### config.mk
export PLATFORM = sky130hd
export DESIGN_NAME = seq_detector_param
export DESIGN_NICKNAME = d
export VERILOG_FILES = /design/src/rtl/seq_detector_param.sv
export SDC_FILE = /design/constraint.sdc
export NUM_CORES = 1
export LEC_CHECK = 0
export ABC_AREA = 1
export BUFFER_PORTS_ARGS = -buffer_cell sky130_fd_sc_hd__buf_2
export CAP_MARGIN = 40
export CORE_MARGIN = 2
export CORE_UTILIZATION = 55
export CTS_CLUSTER_SIZE = 30
export DETAILED_ROUTE_END_ITERATION = 10
export PLACE_DENSITY_LB_ADDON = 0.25
export SLEW_MARGIN = 20
export SYNTH_ARGS = -nofsm -noshare
export SYNTH_HDL_FRONTEND = slang
export SYNTH_SLANG_ARGS = --single-unit
### constraint.sdc
create_clock -name clock -period 2.11 [get_ports clock]
set_input_delay 0.211 -clock clock [delete_from_list [all_inputs] [get_ports clock]]
set_output_delay 0.211 -clock clock [all_outputs]
set_load 0.1 [all_outputs]
### src/rtl/seq_detector_param.sv
// Serial LEN-bit pattern detector with overlap/non-overlap modes and a saturating match counter.
// Latency: out is registered and pulses for one cycle, starting at the edge that samples the completing bit.
// Backpressure: none; valid=0 cycles freeze history, fill and count, and force out low.
module seq_detector_param #(
    parameter int LEN   = 4,
    parameter int CNT_W = 8
) (
    input  logic             clock,
    input  logic             reset,
    input  logic             inp,
    input  logic             valid,
    input  logic [LEN-1:0]   pattern,
    input  logic             overlap,
    output logic             out,
    output logic [CNT_W-1:0] match_count
);

    // fill only needs to reach LEN-1, so clog2(LEN) bits are enough for LEN >= 2
    localparam int FILL_W = (LEN > 2) ? $clog2(LEN) : 1;
    localparam logic [FILL_W-1:0] FILL_MAX = FILL_W'(LEN - 1);

    logic [LEN-1:0]   sh;
    logic [FILL_W-1:0] fill;

    logic [LEN-1:0]    cand;
    logic              full;
    logic              hit;
    logic              cnt_sat;
    logic [FILL_W-1:0] fill_nxt;
    logic [CNT_W-1:0]  count_nxt;

    // Candidate window, match decision and next fill/count values
    always_comb begin
        cand      = {sh[LEN-2:0], inp};
        full      = (fill == FILL_MAX);
        // fill gating keeps the all-zero reset history from matching pattern=0
        hit       = valid && full && (cand == pattern);
        cnt_sat   = &match_count;
        fill_nxt  = fill;
        count_nxt = match_count;

        if (hit && !overlap) begin
            // non-overlap: the next match must be built from LEN fresh bits
            fill_nxt = '0;
        end else if (!full) begin
            fill_nxt = fill + FILL_W'(1);
        end

        if (hit && !cnt_sat) begin
            count_nxt = match_count + CNT_W'(1);
        end
    end

    // State register: reset dominates; history only advances on valid bits
    always_ff @(posedge clock) begin
        if (reset) begin
            sh          <= '0;
            fill        <= '0;
            out         <= 1'b0;
            match_count <= '0;
        end else begin
            out <= hit;
            if (valid) begin
                sh          <= cand;
                fill        <= fill_nxt;
                match_count <= count_nxt;
            end
        end
    end

endmodule

Yosys cells after proc, flatten, opt, wreduce, memory -nomap -nowiden
Index checks and enable logic that the tools add are counted.
Cells by class
  shift operators: 0
  eq/ne operators: 3
  mux-type cells: 2
  bitwise logic cells: 0
  reduce and logical (&&, ||, !) cells: 9
  divide/modulo/power cells: 0
  order comparisons: 0
  multipliers: 0
  add/sub/neg operators: 2
Operators by type and width (count)
  $add 8x1->8 const B: 1
  $reduce_and 8->1: 1
  $eq 4x4->1: 1
  $logic_and 1x1->1: 4
  $mux 2: 2
  $reduce_and 2->1: 2
  $add 2x1->2 const B: 1
  $eq 2x2->1 const B: 1
  $logic_not 1->1: 2
  $ne 2x1->1 const B: 1
Word-level totals
  memories: 0
  word-level logic and storage cells: 20
  memory bits (writable): 0
  output and inout bits: 9
  register bits: 14
  latch bits: 0
  memory bits (read-only): 0

Logic depth before layout (Yosys ltp)
  depth in word-level cells: 6
  gate-level depth with buffers: 9

Least setup slack after synthesis
Ideal clock, no wire load.
  path kind: register -> register
  from: reg match_count[1]
  to: reg match_count[5]
  cell stages (with the launch flop): 8
  arrival: 2039 ps
  path slack: 4 ps
  setup time: 67 ps
  buffers on the path: 0
  path through: dfxtp_1 ha_1 nand2_1 nor2_1 nand2_2 nand2_4 nand2_1 a21oi_2
On the way
  word-level cells in the longest chain between the ends: 4
  elaborated cells between the ends (all ways): 5
  those cells by class: add/sub: 1; reduce/logical: 4
Ends and longest elaborated chain
  from (decl): line 15  | output logic [CNT_W-1:0] match_count
  from (signal assigned): line 66  | match_count <= count_nxt;
  branches (longest 4 deep; another with $add 8x1->8)
Several ways; the timed one is not identified.
A chain may end at the register's enable or synchronous reset.

Worst setup path in the final report
  from: reg fill[0]
  to: reg match_count[0]
On the way
  word-level cells in the longest chain between the ends: 5
Ends and longest elaborated chain
  from (decl): line 23  | logic [FILL_W-1:0] fill;
  from (signal assigned): line 65  | fill <= fill_nxt;
  $eq 2x2->1: line 35  | full = (fill == FILL_MAX);
  $logic_and 1x1->1 (2 in series): line 37  | hit = valid && full && (cand == pattern);
  $logic_and 1x1->1: line 49  | if (hit && !cnt_sat) begin
  $reduce_and 2->1 (no line)
No other way between the ends.

==> metrics <==
PnR Total Power 471.1 uW; Synthesized Nets 128; clock root cell clkbuf_4; CTS Buf Count 3; setup TNS 0 ps; # diodes 0; sequential share of the synthesized area 0.3578; # placed instances 146; H-tree depth 1; Rel. slew slack 0.6777; post-synth top area cell dfxtp_1; pins over their slew limit 0; arrival time worst endpoint 1690 ps; Pwr per Cell Area 528.8 nW/um^2; slew at the pin with the worst max-slew slack 486.9 ps; post-cts sizing count 0; DRT iter0 DRCs 10; Synth Register Bits 14; Port Buffers 17; crit end category flop; hold_buf cts 0; Die Y ~42 um; clk buf depth 2; Total Wirelength 1569 um; leakage about 0.00045 uW; DP Wirelength 1170 um; outcome complete, no violations; final setup vio count 0; placed inst area 868.3 um^2; Finished Core Util 0.6762; Multi-input gate area 409.1 um^2; clk sink count 14; die area 1742 um^2; layout cell share with drive strength beyond 1 0.1866; DRC 0; Reg area 280.3 um^2; flop2flop setup slack 590 ps; Synth area leaders dfxtp_1 (36%), nand2_1 (12%), nand3_1 (9.6%), inv_1 (9.1%), a21oi_1 (7.0%); Netlist cell types 19; Hold Path Depth 3; Max FO, Critical Path 10; Worst Path Required 2280 ps; first-pass GRT wire length between 2000 and 3000 um; gpl congestion between 0.8 and 0.9; TritonRoute pass-1 iters 4; initial antenna violation count 0; nets 147; design area a little under 900 um^2; Avg WL per Cell 10.53 um; remaining antenna violation count 0; area grow syn2layout 13.74%; peak supply drop 0.0002934 V; share of the synthesized area in the top cell type 0.3578; fmax 656.7 MHz; Setup Fix Bufs, Post-CTS 0; # rows 13; Vias 757; Core ar. between 1000 and 1500 um^2; RSZ-0062 raised after global routing false; Worst-path clk slew 80 ps; CP Launch Type flop; Synth Instances 117; GR Overflow Total 0; final hold violation count 0; Layout fillers 127; Worst R2R Path Depth 7; max-cap violations 0; Final Critical Period 1523 ps; WS Path Type reg -> reg; Ys Warns 0; Clock Latency Late Sink 280 ps; post-DR vias/cell just over 5; Cell Count, Final, Fillers Out about 150; Cell Area, Synth roughly 780 um^2; fin crit share 0.7217; overall routing resource usage 0.2110; Die Wd 41.74 um; I/O pin count 18; Mapped Avg Cell Area 6.694 um^2; vias in the first global route around 700; skew final approximately 3.5 ps; HP Class in -> reg; largest net degree at the start of global routing 12; TritonCTS clock tree done; Initial Utilization 0.5945
-- area by class of cell --
class,instances,area share
multi-input cells,80,0.4593
flip-flops and latches,14,0.3146
repair buffers,17,0.09551
inverters,20,0.08427
clock buffers,3,0.02528
well taps,15,0.02107
-- stage by stage --
step / hold slack, ps / worst slack, ps
3_5_place_dp: 468.0 / 601.6
5_1_grt: 205.4 / 416.9
4_1_cts: 185.4 / 588.4
2_1_floorplan: 358.2 / 4.053
6_report: 191.1 / 587.1
3_3_place_gp: 471.9 / 657.5
-- sequential cells by signal (all words and copies together), names as in the netlist --
name,flops
out,1
fill,2
match_count,8
sh,3
-- cell usage in the layout, fill, tap and decap left out, drive strengths merged --
cell type / count
and2: 1
dfxtp: 14
nand3b: 1
nand2: 28
clkbuf: 3
ha: 2
a21oi: 12
nor3: 1
inv: 20
buf: 17
nor2: 9
xor2: 4
nand3: 15
o21ai: 5
nand4: 2
-- layer usage --
metal  vias up  GRT usage  wire length, um
met4         0    0.09677               26
met2        20     0.3375              697
met3         4    0.03913               73
met1       325     0.2727              771
met5         -          0                0
li1        408          -                -
-- report_power, final --
group / total (uW) / internal (uW) / switching (uW)
registers: 276 / 271 / 4.74
clock network: 151 / 66.2 / 84.9
logic: 44.3 / 17.8 / 26.5
-- synthesized netlist by cell type (all sizes together) --
| cell | number |
|---|---|
| nand4 | 2 |
| nand2 | 28 |
| a21oi | 12 |
| clkbuf | 2 |
| nand3b | 1 |
| nor2 | 9 |
| inv | 20 |
| buf | 1 |
| o21ai | 5 |
| nor3 | 1 |
| ha | 2 |
| dfxtp | 14 |
| and2 | 1 |
| xor2 | 4 |
| nand3 | 15 |
-- worst max-delay path, stage by stage (launching register included) --
cell and delay [ps]:
dfxtp_1 360, ha_1 200, nand3_1 80, nor2_1 120, and2_1 370, nand2_4 130
nand2_1 90, a21oi_1 60
-- cells by family (layout without fill, tap and decap cells) --
kind of cell    Yosys count  count (layout)  synth area share
fa+ha+maj                 2               2           0.03194
compound gates           17              17            0.1134
xor+xnor                  4               4           0.04472
buf+inv                  23              40            0.1198
flops                    14              14            0.3578
simple gates             57              57            0.3323
-- final timing paths --
| kind | startpoint | end |
|---|---|---|
| worst max-delay path | fill[0] | match_count[0] |
| worst min-delay path | inp | sh[0] |
| worst max register to register | fill[0] | match_count[0] |
| worst min register to register | sh[1] | sh[2] |
No activity file was read; power rests on OpenSTA's default activity.
